==> config.mk <==
export PLATFORM = sky130hd
export DESIGN_NAME = choice_collector
export DESIGN_NICKNAME = d
export VERILOG_FILES = /design/src/rtl/seat_alloc_pkg.sv /design/src/rtl/choice_slot_bank.sv /design/src/rtl/choice_collector.sv
export SDC_FILE = /design/constraint.sdc
export NUM_CORES = 1
export LEC_CHECK = 0
export ABC_AREA = 1
export BUFFER_PORTS_ARGS = -buffer_cell sky130_fd_sc_hd__buf_4
export CORE_MARGIN = 5
export CORE_UTILIZATION = 40
export CTS_CLUSTER_DIAMETER = 60
export DETAILED_ROUTE_END_ITERATION = 10
export PLACE_DENSITY_LB_ADDON = 0.12
export SYNTH_ARGS = -nofsm -noshare
export SYNTH_HDL_FRONTEND = slang
export SYNTH_HIERARCHICAL = 1
export SYNTH_SLANG_ARGS = --single-unit
==> constraint.sdc <==
create_clock -name clk -period 1.5 [get_ports clk]
set_input_delay 0.225 -clock clk [delete_from_list [all_inputs] [get_ports clk]]
set_output_delay 0.225 -clock clk [all_outputs]
set_load 0.1 [all_outputs]
==> src/rtl/seat_alloc_pkg.sv <==
`default_nettype none
// ============================================================================
//  Module   : seat_alloc_pkg
//  Purpose  : Shared widths, batch capacity and collector state encoding for
//             the seat allocator front end (choice_collector) and the
//             allocator that consumes n / c1..c7.
//  Ports    : none (package)
//  Revision : 1.0 - initial release
// ============================================================================
package seat_alloc_pkg;

    localparam int CHOICE_W = 4;   // width of one choice code
    localparam int CNT_W    = 4;   // width of the candidate count n
    localparam int MAX_CAND = 7;   // batch capacity, legal range 1..7

    typedef enum logic [0:0] {
        COLLECT = 1'b0,
        PRESENT = 1'b1
    } coll_state_e;

endpackage
`default_nettype wire

==> src/rtl/choice_slot_bank.sv <==
`default_nettype none
// ============================================================================
//  Module   : choice_slot_bank
//  Purpose  : N_SLOTS choice registers written one at a time by index, with a
//             synchronous clear of every slot. Always presents seven slots;
//             slots at index >= N_SLOTS read as zero.
//  Ports    : clk, rst        clock / asynchronous active-high reset
//             i_clear         clear all slots on the next rising edge
//             i_wr_en         write i_wr_data into slot i_wr_idx
//             i_wr_idx        slot index to write
//             i_wr_data       choice code to store
//             o_slots         seven slot values, o_slots[0] = first candidate
//  Revision : 1.0 - initial release
// ============================================================================
module choice_slot_bank
    import seat_alloc_pkg::*;
#(
    parameter int N_SLOTS = MAX_CAND,
    parameter int W       = CHOICE_W,
    parameter int IDX_W   = CNT_W
) (
    input  logic                 clk,
    input  logic                 rst,
    input  logic                 i_clear,
    input  logic                 i_wr_en,
    input  logic [IDX_W-1:0]     i_wr_idx,
    input  logic [W-1:0]         i_wr_data,
    output logic [6:0][W-1:0]    o_slots
);

    for (genvar i = 0; i < 7; i++) begin : g_slot
        if (i < N_SLOTS) begin : g_live
            logic [W-1:0] r_slot;

            always_ff @(posedge clk or posedge rst) begin
                if (rst) begin
                    r_slot <= '0;
                end else if (i_clear) begin
                    r_slot <= '0;
                end else if (i_wr_en && (i_wr_idx == IDX_W'(i))) begin
                    r_slot <= i_wr_data;
                end
            end

            assign o_slots[i] = r_slot;
        end else begin : g_unused
            assign o_slots[i] = '0;
        end
    end

endmodule
`default_nettype wire

==> src/rtl/choice_collector.sv <==
`default_nettype none
// ============================================================================
//  Module   : choice_collector
//  Purpose  : Collects seat-choice codes over a valid/ready handshake into a
//             batch of up to MAX_CAND entries (arrival order), then presents
//             the batch in parallel on n / c1..c7 with out_valid/out_ready.
//             A batch closes on in_last or when it reaches MAX_CAND entries.
//  Config   : ZERO_CHOICE_REJECT_EN - when defined, zero choice codes are
//             consumed but not stored, and err pulses for one cycle.
//  Ports    : clk, rst            clock / asynchronous active-high reset
//             in_valid/in_ready   upstream entry handshake
//             in_choice, in_last  offered code and batch-close flag
//             out_valid/out_ready batch handshake towards the allocator
//             n, c1..c7           registered batch count and slot contents
//             err                 one-cycle reject pulse
//  Revision : 1.0 - initial release
// ============================================================================
module choice_collector
    import seat_alloc_pkg::*;
(
    input  logic                 clk,
    input  logic                 rst,
    input  logic                 in_valid,
    output logic                 in_ready,
    input  logic [CHOICE_W-1:0]  in_choice,
    input  logic                 in_last,
    output logic                 out_valid,
    input  logic                 out_ready,
    output logic [CNT_W-1:0]     n,
    output logic [CHOICE_W-1:0]  c1,
    output logic [CHOICE_W-1:0]  c2,
    output logic [CHOICE_W-1:0]  c3,
    output logic [CHOICE_W-1:0]  c4,
    output logic [CHOICE_W-1:0]  c5,
    output logic [CHOICE_W-1:0]  c6,
    output logic [CHOICE_W-1:0]  c7,
    output logic                 err
);

    coll_state_e                r_state;
    coll_state_e                w_state_nxt;
    logic [CNT_W-1:0]           r_count;
    logic [CNT_W-1:0]           w_count_nxt;
    logic [CNT_W-1:0]           w_count_inc;
    logic                       r_err;
    logic                       w_accept;
    logic                       w_reject;
    logic                       w_store;
    logic                       w_handoff;
    logic [6:0][CHOICE_W-1:0]   w_slots;

    assign w_accept    = in_valid && (r_state == COLLECT);
`ifdef ZERO_CHOICE_REJECT_EN
    assign w_reject    = w_accept && (in_choice == '0);
`else
    assign w_reject    = 1'b0;
`endif
    assign w_store     = w_accept && !w_reject;
    assign w_handoff   = (r_state == PRESENT) && out_ready;
    assign w_count_inc = r_count + CNT_W'(1);

    always_comb begin
        w_state_nxt = r_state;
        w_count_nxt = r_count;
        case (r_state)
            COLLECT: begin
                if (w_store) begin
                    w_count_nxt = w_count_inc;
                end
                // A rejected entry may still close the batch on in_last,
                // but only if something was stored before it.
                if (w_accept &&
                    ((in_last && (w_store || (r_count != '0))) ||
                     (w_store && (w_count_inc == CNT_W'(MAX_CAND))))) begin
                    w_state_nxt = PRESENT;
                end
            end
            PRESENT: begin
                if (out_ready) begin
                    w_state_nxt = COLLECT;
                    w_count_nxt = '0;
                end
            end
            default: begin
                w_state_nxt = COLLECT;
                w_count_nxt = '0;
            end
        endcase
    end

    always_ff @(posedge clk or posedge rst) begin
        if (rst) begin
            r_state <= COLLECT;
            r_count <= '0;
            r_err   <= 1'b0;
        end else begin
            r_state <= w_state_nxt;
            r_count <= w_count_nxt;
            r_err   <= w_reject;
        end
    end

    choice_slot_bank #(
        .N_SLOTS (MAX_CAND),
        .W       (CHOICE_W),
        .IDX_W   (CNT_W)
    ) u_slot_bank (
        .clk       (clk),
        .rst       (rst),
        .i_clear   (w_handoff),
        .i_wr_en   (w_store),
        .i_wr_idx  (r_count),
        .i_wr_data (in_choice),
        .o_slots   (w_slots)
    );

    assign in_ready  = (r_state == COLLECT);
    assign out_valid = (r_state == PRESENT);
    assign n         = r_count;
    assign err       = r_err;
    assign c1        = w_slots[0];
    assign c2        = w_slots[1];
    assign c3        = w_slots[2];
    assign c4        = w_slots[3];
    assign c5        = w_slots[4];
    assign c6        = w_slots[5];
    assign c7        = w_slots[6];

endmodule
`default_nettype wire

==> results of run 1 <==
==> cells in the final DEF (no fill, tap or decap), drive strengths merged <==
master and count:
nand2 72, buf 49, nand3 35, dfrtp 33, inv 23, nor2 12, clkbuf 7, clkinv 4
o21ai 3, ha 3, clkinvlp 1, nand4 1, or2 1, o22ai 1, conb 1, bufinv 1
dlygate4sd3 1
==> final cells by class <==
cell class,instances,share of cell area [%]
inverter,28,5.29
clock inverter,1,1.41
multi-input combinational,129,28.9
clock buffer,7,4.05
timing repair buffer,50,18.3
sequential,33,39.2
tap,48,2.82
==> state kept, by name, indices dropped and copies added (netlist names) <==
name / cells
u_slot_bank/g_slot.g_live.r_slot: 28
n: 4
out_valid: 1
==> worst max-delay path by stage <==
stage	slack [ps]	endpoint	from
2_1_floorplan	-170	out_valid$_DFF_PP0_	out_valid$_DFF_PP0_
3_3_place_gp	200	u_slot_bank/g_slot[2].g_live.r_slot[1]$_DFFE_PP0P_	out_valid$_DFF_PP0_
3_5_place_dp	180	u_slot_bank/g_slot[2].g_live.r_slot[1]$_DFFE_PP0P_	out_valid$_DFF_PP0_
4_1_cts	90	in_ready	out_valid$_DFF_PP0_
5_1_grt	80	in_ready	out_valid$_DFF_PP0_
6_report	110	in_ready	out_valid$_DFF_PP0_
==> cell usage after synthesis <==
library cell  number  area share, %
nand3_1           32             10
dfrtp_1           33             53
nor2_2             5            2.0
or2_2              1           0.40
nor2_4             2            1.4
o22ai_1            1           0.40
nand2_1           70             17
nand2_2            2           0.80
nand3_2            3            1.9
buf_4              1           0.48
o21ai_0            3           0.96
inv_1             23            5.5
nand4_1            1           0.40
nor2_1             5            1.2
clkinv_1           1           0.24
inv_2              1           0.24
clkinv_2           3           0.96
conb_1             1           0.24
ha_1               3            2.4
buf_2              2           0.64
==> per-stage QoR <==
step	std cells	setup slack (ps)	util, %	hold slack [ps]	cell area, sq um
global route	296	76.1	57.3	215	2130
floorplan	193	-166	-	3.28	1580
finish	296	108	57.3	219	2130
detailed placement	287	179	53.9	153	2000
global placement	287	203	53.9	153	2000
CTS	296	94.3	57.3	207	2130
==> logic make-up (layout without fill, tap and decap cells) <==
group           count (synthesis)  after routing  synth area share, %
other cells                     1              1                0.240
simple gates                  121            121                 35.2
fa+ha+maj                       3              3                 2.40
flops                          33             33                 52.8
compound gates                  4              4                 1.36
buf+inv                        31             86                 8.07
==> routing by layer <==
metal / global-route usage [%] / vias up
li1: - / 699
met1: 19.9 / 629
met2: 25.1 / 38
met3: 3.74 / 7
met4: 6.15 / 0
met5: 0 / -
==> critical path, cell delays in order, from the launching register on <==
cell        delay [ps]
dfrtp_4            510
clkinvlp_4          90
buf_4              280
==> results.json, run 1 <==
{
  "drive_above_1_share_pct": 31.9,
  "die_h_um": 72.6,
  "cp_data_arrival_time_ps": 1170,
  "routed-wl-met3_um": 212,
  "antenna-diode-count": 0,
  "fmax_mhz": 719,
  "final-seq-area_sq_um": 835,
  "antenna_found_initial": 0,
  "syn_area_sq_um": 1570,
  "grt_usage_pct": 15.5,
  "num_vias": 1373,
  "cts_buffer_depth": 2,
  "ctsHoldBuffers": 1,
  "cts_made_buffers": 5,
  "cts_setup_buffers": 0,
  "ant_nets": 0,
  "clk_pin_slew_ps": 60,
  "grt_pass1_vias": 1362,
  "path_class": "reg2out",
  "critPathRequiredTime_ps": 1270,
  "multiInputGateArea_sq_um": 616,
  "grt_pass1_wl_um": 6180,
  "reg2reg_depth": 7,
  "start_kind": "flip-flop",
  "ioPinCount": 44,
  "die_w_um": 72.6,
  "drt_iter0_markers": 54,
  "avgRoutedWirePerCell_um": 12.4,
  "drc": 0,
  "ys_warn_count": 6,
  "num-nets-final": 259,
  "clock_latency_ps": 280,
  "gr-total-overflow": 0,
  "cts_tree": "yes",
  "start_util_pct": 42.1,
  "vias_per_cell": 4.64,
  "hold-path-endpoint": "out_valid$_DFF_PP0_",
  "cts-root-buf": "clkbuf_8",
  "routed-wl-met2_um": 1710,
  "die_area_sq_um": 5260,
  "setup-tns-final_ps": 0,
  "top_layer": "met4",
  "worstPathMaxFanout": 4,
  "ys_seq_area_share_pct": 52.8,
  "routabilityCongestion": 0.789,
  "hpwl_um": 2690,
  "clock_skew_ps": 4.07,
  "worstHoldStart": "out_ready",
  "synthCells": 193,
  "reg2reg_slack_ps": 170,
  "clock-sinks": 33,
  "area_delta_synth_final_pct": 36.1,
  "rr_endpoint": "u_slot_bank/g_slot[2].g_live.r_slot[1]$_DFFE_PP0P_",
  "core_sq_um": 3720,
  "report.final.slew_viol_count": 0,
  "synth_cell_types": 20,
  "hold_viol": 0,
  "endpoint_kind": "output pin",
  "ys_ff_latch": 33,
  "h-tree-depth": 2,
  "status": "finished clean",
  "io_buffers": 42,
  "wl_met1_um": 1670,
  "hold_path_depth": 3,
  "grt_setup_unrepaired": "false",
  "syn_nets": 205,
  "holdCritPathClass": "in2reg",
  "reg2reg_from": "out_valid$_DFF_PP0_",
  "cts_resized": 0,
  "drt_wl_total_um": 3660,
  "fin_crit_sh_pct": 92.8,
  "drt_pass1_iterations": 4,
  "synth_area_per_cell_sq_um": 8.11,
  "rows": 22,
  "setup_viol": 0,
  "cap_violations": 0,
  "nFillCells": 377,
  "grt_max_degree": 29,
  "fin_crit_ps": 1390
}
Power of run 1 is left out: the tool's default activity adds up to more than one toggle a clock period on the data nets, which glitch-free logic cannot reach.
==> run 2: changes to the inputs <==
Settings changed: ABC_AREA 1 to not set.
==> run 2 against run 1 <==
Final area increased by 2.3%; routed wire length down 0.46%; hold slack improved by 38 ps; synthesized cell count fell by 29%; register-to-register slack lost 160 ps; cell count down 18%; critical endpoint is now u_slot_bank/g_slot[2].g_live.r_slot[0]$_DFFE_PP0P_; flip-flop and latch count is the same; count of clock-buffer cells in the layout shrank 1; non-clock buffer count rose by 2.
==> results.json, run 2 <==
{
  "synthCells": 137,
  "largest_reg_flops": 28,
  "syn_nets": 149,
  "cts_made_buffers": 5,
  "clock_skew_ps": 5.74,
  "worst-path-buf-inv": 2,
  "avgRoutedWirePerCell_um": 15.1,
  "reg2reg_from": "out_valid$_DFF_PP0_",
  "drt_wl_total_um": 3650,
  "drive_above_1_share_pct": 38.5,
  "die_h_um": 73.0,
  "clock_latency_ps": 290,
  "grt_setup_unrepaired": "true",
  "cts_buffer_depth": 2,
  "synthTopCellsByArea": "dfrtp_1 52%, mux2i_1 19%, nand2b_1 13%, ha_1 2.4%, nand2_1 1.9%",
  "io_buffers": 42,
  "grt_pass1_wl_um": 6010,
  "ys_seq_area_share_pct": 52.0,
  "gr-total-overflow": 0,
  "cts-root-buf": "clkbuf_8",
  "fmax_mhz": 671,
  "setup_viol": 0,
  "place_ws_ps": -46.3,
  "report.final.slew_viol_count": 0,
  "layout_common_cells": "50 x buf_4, 32 x nand2b_1, 30 x mux2i_1, 28 x dfrtp_1",
  "ioPinCount": 44,
  "syn_area_sq_um": 1590,
  "ys_warn_count": 6,
  "endpoint": "u_slot_bank/g_slot[2].g_live.r_slot[0]$_DFFE_PP0P_",
  "endpoint_kind": "flip-flop",
  "timing.final.ws_setup_ps": 9.18,
  "mostFrequentLayoutCell": "buf_4",
  "num-nets-final": 203,
  "top_layer": "met4",
  "cp.depth": 6,
  "hpwl_um": 2600,
  "ys_ff_latch": 33,
  "die_w_um": 73.0,
  "core_sq_um": 3910,
  "cap_violations": 0,
  "ant_nets": 0,
  "num_vias": 1133,
  "routed-wl-met2_um": 1700,
  "status": "finished clean",
  "wl_met1_um": 1640,
  "leakagePower_nw": 1.23,
  "synth_most_common_cell": "dfrtp_1",
  "drc": 0,
  "fin_util_pct": 55.7,
  "ir_drop_v": 0.00132,
  "grt_max_degree": 29,
  "start_kind": "flip-flop",
  "reg2reg_slack_ps": 9,
  "regMostFlops": "u_slot_bank/g_slot.g_live.r_slot",
  "h-tree-depth": 2,
  "worstSetupStartpoint": "out_valid$_DFF_PP0_",
  "vias_per_cell": 4.68,
  "area_delta_synth_final_pct": 37.1,
  "holdCritPathClass": "in2reg",
  "power_density_nw_per_um2": 2060,
  "routed-wl-met3_um": 266,
  "drt_iter0_markers": 50,
  "reg2reg_depth": 6,
  "worstPathMaxFanout": 4,
  "fin_crit_ps": 1490,
  "die_area_sq_um": 5330,
  "clk_pin_slew_ps": 70,
  "synthArstFlopShare_pct": 100,
  "nFillCells": 374,
  "antenna_found_initial": 0,
  "antenna-diode-count": 0,
  "cp_data_arrival_time_ps": 1690,
  "synth_edf_count": 0,
  "drt_pass1_iterations": 4,
  "worst_path_largest_cell_delay_ps": 520,
  "cp_top_family": "simple AND/OR/NAND/NOR gates",
  "synthFlopType": "dfrtp_1",
  "hold_viol": 0,
  "synth_top_cell_area_share_pct": 52.0,
  "rr_endpoint": "u_slot_bank/g_slot[2].g_live.r_slot[0]$_DFFE_PP0P_",
  "start_util_pct": 40.6,
  "rows": 23,
  "synth_cell_types": 23,
  "grt_usage_pct": 15.2,
  "cp_cell_sequence": "inv_12, nand2_8, inv_4, nor3b_4, and3b_2, mux2i_1",
  "routabilityCongestion": 0.728,
  "grt_pass1_vias": 1225,
  "yosys-top-cells-count": "33 x dfrtp_1, 32 x nand2b_1, 30 x mux2i_1",
  "cts_tree": "yes",
  "critPathRequiredTime_ps": 1700,
  "path_class": "reg2reg",
  "clock-sinks": 33,
  "synth_area_per_cell_sq_um": 11.6,
  "cpMaxStageDelayCell": "dfrtp_4",
  "synth_top_area_cell": "dfrtp_1",
  "fin_crit_sh_pct": 99.4
}
## run 2: cell count changes after synthesis, moves of 5 or more
| cell | before | now |
|---|---|---|
| nand3_1 | 32 | 1 |
| mux2i_1 | 0 | 30 |
| nor2_2 | 5 | 0 |
| nand2_1 | 70 | 8 |
| nand2b_1 | 0 | 32 |
| inv_1 | 23 | 6 |
## run 2: power breakdown
group | total, mW | internal, mW | switching [mW] | leakage (nW)
Sequential | 1.28 | 1.09 | 0.190 | 0.444
Clock | 0.637 | 0.321 | 0.316 | 0.0450
Combinational | 2.57 | 0.625 | 1.95 | 0.737
## run 2: worst min path at each step
stage / startpoint / depth (start not counted) / to / slack (ps)
floorplan: rst / 1 / out_valid$_DFF_PP0_ / 3
global placement: rst / 2 / out_valid$_DFF_PP0_ / 150
detailed placement: rst / 2 / out_valid$_DFF_PP0_ / 160
CTS: in_valid / 3 / n[0]$_DFFE_PP0P_ / 240
global route: in_valid / 3 / n[0]$_DFFE_PP0P_ / 250
finish: in_valid / 3 / n[0]$_DFFE_PP0P_ / 260
## run 2: metal layers
layer / vias up / global-route usage (%)
li1: 558 / -
met1: 539 / 19.4
met2: 31 / 23.2
met3: 5 / 6.34
met4: 0 / 4.92
met5: - / 0
## run 2: worst reg2reg max path, cell delays in order, from the launching register on
cell     delay (ps)
dfrtp_4         520
inv_12           70
nand2_8          50
inv_4            50
nor3b_4         220
and3b_2         290
mux2i_1         210
## run 2: final cells by class
class	count	area, sq um	area share (%)
clock buffer	6	72.6	3.33
sequential	33	835	38.3
tap	50	62.6	2.87
multi-input combinational	92	752	34.5
timing repair buffer	52	405	18.6
clock inverter	2	10.0	0.460
inverter	7	41.3	1.90
## run 2: what timing repair did
action,4_1_cts,5_1_grt
setup buffers,1,0
gates resized for setup,1,2
pin swaps,0,1
hold endpoints to repair,5,0
setup endpoints to repair,6,14
hold buffers,1,0
## run 2: metrics by stage
| step | hold WS, ps | total power [mW] | instance area [sq um] | std cells | setup TNS (ps) |
|---|---|---|---|---|---|
| after floorplan | 3.28 | 3.26 | 1640 | 137 | -3470 |
| after global placement | 151 | 3.81 | 2060 | 232 | 0 |
| after detailed placement | 163 | 3.85 | 2060 | 232 | -143 |
| after CTS | 243 | 4.52 | 2160 | 242 | 0 |
| after global routing | 249 | 4.70 | 2180 | 242 | -412 |
| final | 257 | 4.49 | 2180 | 242 | 0 |
## run 2: cell families after synthesis
group	share of synthesized area, %
AND/OR/NAND/NOR	19.7
flip-flops	52.0
multiplexers	18.9
buffers and inverters	3.31
AO/OA/AOI/OAI	2.44
adder cells (fa/ha/maj)	2.36
XOR/XNOR	1.10
other	0.236
No activity file was read; power rests on OpenSTA's default activity.
==> run 3: changes to the inputs <==
Clock period 1.5 ns to 1.2 ns, I/O delays scaled along.
==> run 3 against run 2 <==
Via count is 13% higher; critical path type unchanged; setup slack got worse by 310 ps; first-iteration DRC count shrank 4.0%; power grew 41%; sequential share of layout area down 5.1 points; combinational power increased by 54%; the run now ends with negative setup slack left; largest cell class unchanged.
==> results.json, run 3 (synthesis gave the netlist of run 2 again) <==
{
  "endpoint_kind": "flip-flop",
  "hpwl_um": 2940,
  "layout_common_cells": "59 x buf_4, 32 x nand2b_1, 30 x mux2i_1, 28 x dfrtp_1, 9 x buf_6",
  "drt_iter0_markers": 48,
  "worstPathMaxFanout": 4,
  "core_sq_um": 3910,
  "area_delta_synth_final_pct": 59.6,
  "cpMaxStageDelayCell": "dfrtp_4",
  "placed_cell_area_sq_um": 2200,
  "path_class": "reg2reg",
  "reg2reg_depth": 6,
  "critPathRequiredTime_ps": 1400,
  "final_cell_area_sq_um": 2540,
  "fmax_mhz": 668,
  "avgRoutedWirePerCell_um": 15.9,
  "die_area_sq_um": 5330,
  "routabilityCongestion": 0.826,
  "cts-root-buf": "clkbuf_8",
  "largest_reg_flops": 28,
  "reg2reg_from": "out_valid$_DFF_PP0_",
  "grt_setup_unrepaired": "true",
  "antenna_found_initial": 0,
  "power_density_nw_per_um2": 2500,
  "mostFrequentLayoutCell": "buf_4",
  "die_h_um": 73.0,
  "io_buffers": 42,
  "place_ws_ps": -309,
  "ioPinCount": 44,
  "drive_above_1_share_pct": 48.1,
  "hold_path_depth": 3,
  "timing.final.ws_setup_ps": -297,
  "fin_crit_ps": 1500,
  "drt_pass1_iterations": 4,
  "report.final.slew_viol_count": 0,
  "setup-tns-final_ps": -6540,
  "power_mw": 6.33,
  "ir_drop_v": 0.00140,
  "hold_viol": 0,
  "grt_max_degree": 29,
  "reg2reg_slack_ps": -300,
  "worst_path_largest_cell_delay_ps": 520,
  "cap_violations": 0,
  "clock-sinks": 33,
  "rr_endpoint": "u_slot_bank/g_slot[2].g_live.r_slot[3]$_DFFE_PP0P_",
  "place_inst": 250,
  "gr-total-overflow": 0,
  "cts_buffer_depth": 2,
  "num_vias": 1278,
  "start_kind": "flip-flop",
  "finalNonFillerCells": 266,
  "holdCritPathClass": "in2reg",
  "clk_pin_slew_ps": 60,
  "drt_wl_total_um": 4220,
  "die_w_um": 73.0,
  "fin_crit_sh_pct": 125,
  "drc": 0,
  "regMostFlops": "u_slot_bank/g_slot.g_live.r_slot",
  "violations": "negative setup slack",
  "vias_per_cell": 4.80,
  "cts_made_buffers": 5,
  "status": "complete, but fails checks",
  "cts_tree": "yes",
  "num-nets-final": 227,
  "grt_usage_pct": 17.8,
  "start_util_pct": 40.6,
  "leakagePower_nw": 1.39,
  "antenna-diode-count": 0,
  "nFillCells": 344,
  "grt_pass1_wl_um": 7130,
  "cp_data_arrival_time_ps": 1690,
  "setup_viol": 36,
  "grt_pass1_vias": 1429,
  "clock_latency_ps": 280,
  "h-tree-depth": 2,
  "cp_cell_sequence": "inv_12, nand2_8, inv_4, nor3b_4, and3b_2, mux2i_1",
  "rows": 23,
  "ant_nets": 0,
  "clock_skew_ps": 7.20,
  "hold-path-endpoint": "u_slot_bank/g_slot[3].g_live.r_slot[0]$_DFFE_PP0P_",
  "worstHoldStart": "in_choice[0]"
}
[run 3: power breakdown]
group          internal, mW  leakage (nW)  switching (mW)  total (mW)
Clock                 0.401        0.0450           0.387       0.788
Sequential             1.38         0.444           0.215        1.59
Combinational          1.26         0.904            2.70        3.95
Total                  3.04          1.39            3.30        6.33
[run 3: how the worst max path moves through the flow]
stage                     slack, ps                                            endpoint                 from  depth (start not counted)
after floorplan                -520  u_slot_bank/g_slot[2].g_live.r_slot[0]$_DFFE_PP0P_  out_valid$_DFF_PP0_                          7
after global routing           -390  u_slot_bank/g_slot[2].g_live.r_slot[3]$_DFFE_PP0P_  out_valid$_DFF_PP0_                          6
final                          -300  u_slot_bank/g_slot[2].g_live.r_slot[3]$_DFFE_PP0P_  out_valid$_DFF_PP0_                          6
after CTS                      -260  u_slot_bank/g_slot[2].g_live.r_slot[3]$_DFFE_PP0P_  out_valid$_DFF_PP0_                          6
after global placement         -250  u_slot_bank/g_slot[2].g_live.r_slot[0]$_DFFE_PP0P_  out_valid$_DFF_PP0_                          6
after detailed placement       -310  u_slot_bank/g_slot[2].g_live.r_slot[3]$_DFFE_PP0P_  out_valid$_DFF_PP0_                          6
[run 3: cell type report]
type	count	area, sq um	area share, %
repair buffers	76	694	27.4
flip-flops and latches	33	842	33.2
clock buffers	6	72.6	2.86
inverters	7	43.8	1.73
clock inverters	2	10.0	0.395
multi-input cells	92	811	32.0
well taps	50	62.6	2.47
[run 3: critical path: cells and delay by family, from the launching register on]
| kind | cells | cell delay, ps |
|---|---|---|
| buffers and inverters | 2 | 120 |
| flip-flops | 1 | 520 |
| multiplexers | 1 | 210 |
| AND/OR/NAND/NOR | 3 | 550 |
[run 3: metrics by stage]
step | hold WS [ps] | util, %
3_5_place_dp | 114 | 56.3
5_1_grt | 223 | 64.8
4_1_cts | 203 | 64.2
6_report | 210 | 64.8
3_3_place_gp | 109 | 56.3
2_1_floorplan | -41.4 | -
[run 3: repair_timing]
action	4_1_cts	5_1_grt
buffers inserted	6	3
setup endpoints to repair	36	39
pin swaps	4	3
hold buffers	1	0
gates resized for setup	38	5
endpoints found under the hold margin	32	0
[run 3: per-layer routing]
layer	share of wire, %	wire length, um	global-route usage (%)
met5	0	0	0
met4	1.5	62	6.97
met3	4.7	197	4.13
met2	53	2220	30.6
met1	41	1730	21.5
